`config.mk`:
```
export PLATFORM = sky130hd
export DESIGN_NAME = uart_tx_fifo_flat
export DESIGN_NICKNAME = d
export VERILOG_FILES = /design/src/rtl/uart_tx_fifo_if.sv /design/src/rtl/uart_tx_fifo.sv /design/src/flat_wrapper.sv
export SDC_FILE = /design/constraint.sdc
export NUM_CORES = 1
export LEC_CHECK = 0
export ABC_CLOCK_PERIOD_IN_PS = 3840
export BUFFER_PORTS_ARGS = -buffer_cell sky130_fd_sc_hd__buf_4
export CORE_ASPECT_RATIO = 1.25
export CORE_UTILIZATION = 50
export DETAILED_ROUTE_END_ITERATION = 8
export GPL_ROUTABILITY_DRIVEN = 0
export PLACE_DENSITY = 0.73
export SYNTH_ARGS = -nofsm -noshare
export SYNTH_HDL_FRONTEND = slang
export SYNTH_SLANG_ARGS = --single-unit
```
`constraint.sdc`:
```
create_clock -name clk -period 3.84 [get_ports clk]
set_input_delay 0.768 -clock clk [delete_from_list [all_inputs] [get_ports clk]]
set_output_delay 0.768 -clock clk [all_outputs]
set_load 0.1 [all_outputs]
```
`src/rtl/uart_tx_fifo_if.sv`:
```
// uart_tx_fifo_if
// Producer-side enqueue handshake for uart_tx_fifo. A word is taken on the clock
// edge where uart_tx_req and uart_tx_ready are both high.
//   uart_tx_data      producer -> fifo  word to enqueue (DATA_BITS wide)
//   uart_tx_req       producer -> fifo  enqueue request
//   uart_tx_ready     fifo -> producer  FIFO not full
//   uart_tx_overflow  fifo -> producer  1-cycle pulse, request seen while full (word dropped)
interface uart_tx_fifo_if #(
    parameter int unsigned DATA_BITS = 8
);
    logic [DATA_BITS-1:0] uart_tx_data;
    logic                 uart_tx_req;
    logic                 uart_tx_ready;
    logic                 uart_tx_overflow;

    modport master (
        output uart_tx_data,
        output uart_tx_req,
        input  uart_tx_ready,
        input  uart_tx_overflow
    );

    modport slave (
        input  uart_tx_data,
        input  uart_tx_req,
        output uart_tx_ready,
        output uart_tx_overflow
    );
endinterface

```
`src/rtl/uart_tx_fifo.sv`:
```
// uart_tx_fifo
// UART transmitter with an internal TX FIFO. Words enter through the bus handshake
// and are serialised back-to-back: start bit, DATA_BITS data bits LSB first,
// optional parity bit, STOP_BITS stop bits. Each bit lasts CLK_FREQ/BAUD clocks.
// Ports:
//   clk           system clock
//   rst           synchronous active-high reset, aborts any frame in flight
//   bus           slave side of uart_tx_fifo_if (data, req, ready, overflow)
//   uart_tx       serial line, idle high
//   uart_tx_done  1-cycle pulse on the last clock of each frame's final stop bit
//   uart_tx_busy  a frame is on the line
//   fifo_count    words currently held in the FIFO
module uart_tx_fifo #(
    parameter int unsigned CLK_FREQ   = 50_000_000,
    parameter int unsigned BAUD       = 115_200,
    parameter int unsigned DATA_BITS  = 8,
    parameter int unsigned PARITY     = 0,
    parameter int unsigned STOP_BITS  = 1,
    parameter int unsigned FIFO_DEPTH = 16
) (
    input  logic                        clk,
    input  logic                        rst,
    uart_tx_fifo_if.slave               bus,
    output logic                        uart_tx,
    output logic                        uart_tx_done,
    output logic                        uart_tx_busy,
    output logic [$clog2(FIFO_DEPTH):0] fifo_count
);
    localparam int unsigned CLKS_PER_BIT = CLK_FREQ / BAUD;
    localparam int unsigned BAUD_W       = $clog2(CLKS_PER_BIT);
    localparam int unsigned PTR_W        = $clog2(FIFO_DEPTH);
    localparam int unsigned CNT_W        = PTR_W + 1;

    typedef enum logic [2:0] {
        StIdle,
        StStart,
        StData,
        StParity,
        StStop
    } state_e;

    // ---------------------------------------------------------------- FIFO
    logic [DATA_BITS-1:0] mem_q [FIFO_DEPTH];
    logic [PTR_W-1:0]     wr_ptr_q;
    logic [PTR_W-1:0]     rd_ptr_q;
    logic [CNT_W-1:0]     count_q;
    logic [CNT_W-1:0]     count_d;
    logic                 ready_q;
    logic                 overflow_q;
    logic                 push;
    logic                 pop;

    // ---------------------------------------------------------------- shifter
    state_e               state_q;
    logic [BAUD_W-1:0]    baud_q;
    logic [2:0]           bit_q;
    logic [DATA_BITS-1:0] shift_q;
    logic                 parity_q;
    logic                 tx_q;
    logic                 done_q;
    logic                 busy_q;
    logic                 baud_last;
    logic                 line_bit;
    logic                 head_parity;

    // ready_q is a flop, so a pop in the same cycle can never let a full FIFO accept.
    assign push = bus.uart_tx_req && ready_q;
    assign pop  = (state_q == StIdle) && (count_q != '0);

    always_comb begin
        count_d = count_q;
        if (push && !pop) begin
            count_d = count_q + CNT_W'(1);
        end else if (!push && pop) begin
            count_d = count_q - CNT_W'(1);
        end
    end

    always_ff @(posedge clk) begin
        if (rst) begin
            wr_ptr_q   <= '0;
            rd_ptr_q   <= '0;
            count_q    <= '0;
            ready_q    <= 1'b1;
            overflow_q <= 1'b0;
        end else begin
            if (push) begin
                wr_ptr_q <= wr_ptr_q + PTR_W'(1);
            end
            if (pop) begin
                rd_ptr_q <= rd_ptr_q + PTR_W'(1);
            end
            count_q    <= count_d;
            ready_q    <= (count_d != CNT_W'(FIFO_DEPTH));
            overflow_q <= bus.uart_tx_req && !ready_q;
        end
    end

    // Storage needs no reset: count_q alone decides what is valid.
    always_ff @(posedge clk) begin
        if (push) begin
            mem_q[wr_ptr_q] <= bus.uart_tx_data;
        end
    end

    // Even parity is the XOR of the data bits; odd parity inverts it.
    assign head_parity = (^mem_q[rd_ptr_q]) ^ (PARITY == 1);
    assign baud_last   = (baud_q == BAUD_W'(CLKS_PER_BIT - 1));

    always_comb begin
        line_bit = 1'b1;
        case (state_q)
            StStart:  line_bit = 1'b0;
            StData:   line_bit = shift_q[0];
            StParity: line_bit = parity_q;
            default:  line_bit = 1'b1;
        endcase
    end

    always_ff @(posedge clk) begin
        if (rst) begin
            state_q  <= StIdle;
            baud_q   <= '0;
            bit_q    <= '0;
            shift_q  <= '0;
            parity_q <= 1'b0;
            tx_q     <= 1'b1;
            done_q   <= 1'b0;
            busy_q   <= 1'b0;
        end else begin
            // Line-side outputs follow the state one clock later, all from flops,
            // so the start bit appears the clock after the pop.
            tx_q   <= line_bit;
            busy_q <= (state_q != StIdle);
            done_q <= (state_q == StStop) && baud_last && (bit_q == 3'(STOP_BITS - 1));

            case (state_q)
                StIdle: begin
                    baud_q <= '0;
                    bit_q  <= '0;
                    if (pop) begin
                        shift_q  <= mem_q[rd_ptr_q];
                        parity_q <= head_parity;
                        state_q  <= StStart;
                    end
                end
                StStart: begin
                    if (baud_last) begin
                        baud_q  <= '0;
                        state_q <= StData;
                    end else begin
                        baud_q <= baud_q + BAUD_W'(1);
                    end
                end
                StData: begin
                    if (baud_last) begin
                        baud_q  <= '0;
                        shift_q <= shift_q >> 1;
                        if (bit_q == 3'(DATA_BITS - 1)) begin
                            bit_q   <= '0;
                            state_q <= (PARITY != 0) ? StParity : StStop;
                        end else begin
                            bit_q <= bit_q + 3'd1;
                        end
                    end else begin
                        baud_q <= baud_q + BAUD_W'(1);
                    end
                end
                StParity: begin
                    if (baud_last) begin
                        baud_q  <= '0;
                        bit_q   <= '0;
                        state_q <= StStop;
                    end else begin
                        baud_q <= baud_q + BAUD_W'(1);
                    end
                end
                StStop: begin
                    if (baud_last) begin
                        baud_q <= '0;
                        if (bit_q == 3'(STOP_BITS - 1)) begin
                            bit_q   <= '0;
                            state_q <= StIdle;
                        end else begin
                            bit_q <= bit_q + 3'd1;
                        end
                    end else begin
                        baud_q <= baud_q + BAUD_W'(1);
                    end
                end
                default: state_q <= StIdle;
            endcase
        end
    end

    assign bus.uart_tx_ready    = ready_q;
    assign bus.uart_tx_overflow = overflow_q;
    assign uart_tx              = tx_q;
    assign uart_tx_done         = done_q;
    assign uart_tx_busy         = busy_q;
    assign fifo_count           = count_q;
endmodule
```
`src/flat_wrapper.sv`:
```
// flat-port wrapper written by rule: the top's interface ports become plain ports
module uart_tx_fifo_flat 
#(
    parameter int unsigned CLK_FREQ   = 50_000_000,
    parameter int unsigned BAUD       = 115_200,
    parameter int unsigned DATA_BITS  = 8,
    parameter int unsigned PARITY     = 0,
    parameter int unsigned STOP_BITS  = 1,
    parameter int unsigned FIFO_DEPTH = 16
)
  (clk, rst, uart_tx, uart_tx_done, uart_tx_busy, fifo_count, bus_uart_tx_data, bus_uart_tx_req, bus_uart_tx_ready, bus_uart_tx_overflow);
  uart_tx_fifo_if #(.DATA_BITS(DATA_BITS)) bus_i ();
  input  logic clk;
  input  logic rst;
  output logic uart_tx;
  output logic uart_tx_done;
  output logic uart_tx_busy;
  output logic [$clog2(FIFO_DEPTH):0] fifo_count;
  input wire logic [$bits(bus_i.uart_tx_data)-1:0] bus_uart_tx_data;
  input wire logic [$bits(bus_i.uart_tx_req)-1:0] bus_uart_tx_req;
  output wire logic [$bits(bus_i.uart_tx_ready)-1:0] bus_uart_tx_ready;
  output wire logic [$bits(bus_i.uart_tx_overflow)-1:0] bus_uart_tx_overflow;
  assign bus_i.uart_tx_data = bus_uart_tx_data;
  assign bus_i.uart_tx_req = bus_uart_tx_req;
  assign bus_uart_tx_ready = bus_i.uart_tx_ready;
  assign bus_uart_tx_overflow = bus_i.uart_tx_overflow;
  uart_tx_fifo #(.CLK_FREQ(CLK_FREQ), .BAUD(BAUD), .DATA_BITS(DATA_BITS), .PARITY(PARITY), .STOP_BITS(STOP_BITS), .FIFO_DEPTH(FIFO_DEPTH)) u_core (.clk(clk), .rst(rst), .bus(bus_i), .uart_tx(uart_tx), .uart_tx_done(uart_tx_done), .uart_tx_busy(uart_tx_busy), .fifo_count(fifo_count));
endmodule
```
Word level (Yosys, flattened, before mapping)

Memories as Yosys holds them, arrays and structs flattened. A register that Yosys moved wholly into a read port is not among the register bits.
Cells that the tools add are included.

Bitwise logic cells: 0
Div/mod/pow operators: 0
Equality and inequality tests: 14
Multiply operators: 0
Reductions and logical operators: 23
$lt $le $gt $ge: 0
Add/subtract/negate cells: 6
Multiplexer cells: 26
Shift-type cells: 0

Operators by type and width:

| cell                                                   | count |
|---|---|
| two-way mux 3 bit                                      | 12 |
| case mux 9 bit (2 select lines)                        | 1 |
| two-way mux 8 bit                                      | 2 |
| case mux 8 bit (2 select lines)                        | 1 |
| case mux 3 bit (5 select lines)                        | 1 |
| inequality test 2 x 1 -> 1 bit (second input constant) | 6 |
| case mux 3 bit (4 select lines)                        | 1 |
| two-way mux 5 bit                                      | 2 |
| adder 9 x 1 -> 9 bit (second input constant)           | 1 |
| equality test 9 bit (second input constant)            | 1 |
| two-way mux 9 bit                                      | 1 |
| adder 4 x 1 -> 4 bit (second input constant)           | 2 |
| two-way mux 4 bit                                      | 2 |
| parity 8 bit                                           | 1 |
| logical AND 1 bit                                      | 7 |
| AND reduction 7 bit                                    | 1 |
| equality test 3 x 2 -> 1 bit (second input constant)   | 2 |
| equality test 3 bit (second input constant)            | 2 |
| logical NOT 3 bit                                      | 2 |
| adder 5 x 1 -> 5 bit (second input constant)           | 1 |
| inequality test 5 bit (second input constant)          | 1 |
| nonzero test 5 bit                                     | 1 |
| subtractor 5 x 1 -> 5 bit (second input constant)      | 1 |
| AND reduction 4 bit                                    | 1 |
| other kinds (12)                                       | 16 |

Word-level logic and storage cells: 83
Latch bits: 0
Memory bits (read-only): 0
Memories: 1
Memory bits (writable): 128
Register bits: 42

Memories:

| memory       | words | width | read ports | clocked after memory_dff | write ports | RTL line           | RTL |
|---|---|---|---|---|---|---|---|
| u_core.mem_q | 16    | 8     | 1          | 1                        | 1           | uart_tx_fifo.sv:43 | `logic [DATA_BITS-1:0] mem_q [FIFO_DEPTH];` |

Longest topological paths before layout

Depth after elaboration: 6
Depth in mapped cells: 10
Depth with buffers taken out: 9

Worst setup path before layout

OpenSTA, ideal clock, no wires.

Kind: register -> register
From: reg u_core.ready_q (netlist: u_core.bus.uart_tx_ready)
To: mem u_core.mem_q[3][0], enable pin
Stages on the path, launching flop included: 5
Path slack: 1220 ps
Required time: 3457 ps
Path buffers: 1
Arrival time: 2237 ps
Cells stage by stage: dfxtp_1 -> and2_1 -> clkbuf_1 -> nand2_1 -> nor3_1

Cells in the longest elaborated chain, start to end: 3

RTL lines:

| what                                    | RTL line            | RTL |
|---|---|---|
| from (decl)                             | uart_tx_fifo.sv:48  | `logic ready_q;` |
| from (signal assigned)                  | uart_tx_fifo.sv:94  | `ready_q <= (count_d != CNT_W'(FIFO_DEPTH));` |
| logical AND 1 bit                       | uart_tx_fifo.sv:67  | `assign push = bus.uart_tx_req && ready_q;` |
| two-way mux 1 bit                       | uart_tx_fifo.sv:101 | `if (push) begin` |
| two-way mux 1 bit (implied by the code) | uart_tx_fifo.sv:102 | `mem_q[wr_ptr_q] <= bus.uart_tx_data;` |
| to (decl)                               | uart_tx_fifo.sv:43  |  |

No other way between the ends.

==> flow_metrics.py <==
metrics = {
    "die": {
        "io-pin-count": 21,
        "die-area_sq_um": 14730,
        "rows": 48,
        "fp.dieW_um": 108.8,
        "die-height_um": 135.4,
        "initial_core_util": 0.5134,
        "core-area_sq_um": 13870,
    },
    "global_routing": {
        "grt_pass1_vias": 4043,
        "top_usage_layer": "met2",
        "grt_pass1_wl_mm": 21.46,
        "grtUsageMet2": 0.3358,
        "grt_max_degree": 39,
        "grt_usage": 0.2019,
        "grt_antenna_before_repair": 0,
        "met3_usage": 0.04714,
        "grt-ovfl-total": 0,
        "use_met1": 0.2517,
    },
    "sta": {
        "slew_headroom": 0.4034,
        "worst_slew_pin_slew_ns": 0.8916,
        "finalSetupViolCount": 0,
        "finalSetupTns_ns": 0,
        "final_max_slew_viol_count": 0,
        "holdWs_ns": 0.4898,
        "max_freq_mhz": 388.9,
        "period_minus_slack_ns": 2.571,
        "finalHoldViolCount": 0,
        "finClkSkew_ns": 0.006352,
        "rsz0062_at_grt": "no",
        "fin_crit_sh": 0.6696,
    },
    "yosys": {
        "synth-seq-cells": 174,
        "yosys.area.top_type": "edfxtp_1",
        "synth_ff_type": "edfxtp_1",
        "syn_area_sq_um": 7123,
        "synth.avg_cell_area_sq_um": 14.93,
        "yosysUniqueCellTypes": 44,
        "yosysWarnings": 0,
        "ys_seq_area_frac": 0.6689,
        "yosysTopAreaCellShare": 0.5396,
        "synth_enable_flop_cells": 128,
        "ys_top_cells_by_area": "edfxtp_1 54%, dfxtp_1 13%, mux4_2 7.0%, mux4_1 3.7%, nor2_1 3.0%",
        "synthArstFlopShare": 0,
        "synth_nets": 500,
        "netlist_instances": 477,
    },
    "run_status": {
        "status": "finished clean",
    },
    "clock_network": {
        "ctsHoldBuffers": 0,
        "post_cts_resized": 0,
        "clk_latency_ns": 0.43,
        "h-tree-depth": 4,
        "cts_sinks": 174,
        "clockRootBuffer": "clkbuf_16",
        "cts.path.max_buffers": 2,
        "cts_made_buffers": 17,
        "cts_tree": "built",
        "cts.clk_slew.worst_paths_ns": 0.07,
        "post-cts-setup-buffer-count": 0,
    },
    "finish": {
        "instances_no_fill": 686,
        "nNetsFinal": 521,
        "syn2layout_area_growth_pct": 12.09,
        "final_layout_size_suffix_gt1_frac": 0.1663,
        "diodes": 0,
    },
    "setup_path": {
        "critPathCaptureType": "flop",
        "start_kind": "flop",
        "critPathBufInv": 1,
        "required_ns": 4.19,
        "crit_chain": "buf_12, mux4_1, a22oi_1, nand2_1, xnor2_1, xnor2_1, xnor2_1, a211oi_1",
        "critPathArrivalTime_ns": 2.92,
        "critPathSlowestCell": "mux4_1",
        "cp_common_cell": "xnor2_1",
        "critPathTopFamily": "multiplexers",
        "worstPathMaxFanout": 26,
        "crit_type": "reg2reg",
        "cpPeakStageDelay_ns": 0.58,
    },
    "place": {
        "place_inst": 654,
        "dp_hpwl_mm": 8.857,
        "port_buffers": 20,
    },
    "job": {
        "maxCapViolations": 0,
    },
    "detailed_routing": {
        "vias_per_cell": 5.860,
        "drtPass1Iterations": 4,
        "drt.antenna.violating_nets": 0,
        "via_count": 4020,
        "drtIter0Drc": 299,
        "avgRoutedWirePerCell_um": 19.25,
        "drt_wl_total_mm": 13.20,
        "drc": 0,
    },
    "power": {
        "p_leak_uw": 0.002664,
        "ir_drop_uv": 453.9,
        "power_density_nw_per_um2": 644.2,
    },
    "hold_path": {
        "worstHoldPathType": "reg2reg",
    },
}
==> where the power goes <==
part / switching (uW) / leakage, uW / internal, uW
registers: 102 / 0.00153 / 2120
clock network: 769 / 0.000275 / 859
logic: 789 / 0.000857 / 499
total: 1660 / 0.00266 / 3480
==> per-stage QoR <==
| stage | cell area, sq um | setup slack [ns] | util | total power [uW] |
|---|---|---|---|---|
| after detailed placement | 7421 | 1.240 | 0.5349 | 3553 |
| final | 7984 | 1.269 | 0.5755 | 5143 |
| after global placement | 7421 | 1.282 | 0.5349 | 3523 |
| after floorplan | 7123 | 1.220 | - | 3298 |
| after global routing | 7984 | 1.038 | 0.5755 | 5364 |
| after CTS | 7984 | 1.216 | 0.5755 | 5182 |
==> cell type report <==
| class | instances | area, sq um |
|---|---|---|
| fillers | 1050 | 5889 |
| flip-flops and latches | 174 | 4766 |
| multi-input cells | 270 | 2195 |
| clock buffers | 17 | 425.4 |
| well taps | 175 | 219.0 |
| repair buffers | 26 | 207.7 |
| clock inverters | 15 | 137.6 |
| inverters | 9 | 33.78 |
==> kinds of logic (layout without fill, tap and decap cells) <==
| logic type | count (synthesis) | count (layout) | share of synthesized area |
|---|---|---|---|
| AOI/OAI and AO/OA | 60 | 60 | 0.05498 |
| muxes | 40 | 40 | 0.1177 |
| buffers and inverters | 33 | 67 | 0.02301 |
| adders and majority gates | 12 | 12 | 0.02108 |
| and+or+nand+nor | 137 | 137 | 0.08853 |
| DFF | 174 | 174 | 0.6689 |
| xor gates and xnor gates | 21 | 21 | 0.02582 |
==> layer usage <==
metal	routed length, um	share of wire
met2	6885	0.52
met3	588	0.045
met1	5373	0.41
met5	0	0
met4	356	0.027
==> flip-flops by register name, summed over array words and instances, names as in the netlist, named ones only <==
name,count
u_core.baud_q,9
u_core.uart_tx,1
u_core.bit_q,3
u_core.fifo_count,5
u_core.shift_q,8
u_core.rd_ptr_q,4
u_core.uart_tx_done,1
u_core.wr_ptr_q,4
u_core.bus.uart_tx_overflow,1
u_core.parity_q,1
u_core.mem_q,128
u_core.bus.uart_tx_ready,1
u_core.uart_tx_busy,1
u_core.state_q,3
==> cells in the final DEF, fill, tap and decap left out, types with 5 or more instances in the layout <==
cell type,synthesis,routed
ha_1,12,12
nor3_1,9,9
nand2_1,34,34
clkbuf_16,0,17
xnor2_1,10,10
a31oi_1,5,5
edfxtp_1,128,128
inv_6,0,5
xor2_1,11,11
nor2_1,56,56
a211oi_1,10,10
a22oi_1,18,18
dfxtp_1,46,45
mux2i_1,8,8
mux4_2,22,22
o21ai_0,6,6
mux4_1,10,10
inv_1,9,9
a21oi_1,16,16
inv_8,0,5
buf_4,1,25
nand2b_1,5,5
nand3_1,6,6
==> Yosys cell counts (5+ instances only) <==
library cell and count:
mux4_1 10, mux4_2 22, edfxtp_1 128, nand2_1 34, nor2_1 56, ha_1 12, mux2i_1 8, a22oi_1 18
xor2_1 11, a31oi_1 5, nor3_1 9, dfxtp_1 46, nand3_1 6, buf_2 5, nand2b_1 5, inv_1 9
clkbuf_1 10, a21oi_1 16, xnor2_1 10, o21ai_0 6, a211oi_1 10
==> path summary, 6_finish.rpt <==
check	cells after the start	to	slack (ns)	from
max	8	u_core.parity_q$_SDFFE_PP0P_	1.27	flop
min	2	u_core.uart_tx$_SDFF_PP1_	0.49	u_core.parity_q$_SDFFE_PP0P_
max reg2reg	8	u_core.parity_q$_SDFFE_PP0P_	1.27	flop
min reg2reg	2	u_core.uart_tx$_SDFF_PP1_	0.49	u_core.parity_q$_SDFFE_PP0P_
==> worst min-delay path: cells and delay by family, from the launching register on <==
family             cells  cell delay (ns)
DFF                    1             0.33
and+or+nand+nor        1             0.06
AOI/OAI and AO/OA      1             0.08
Note: power is estimated with default switching activity, not from simulation.
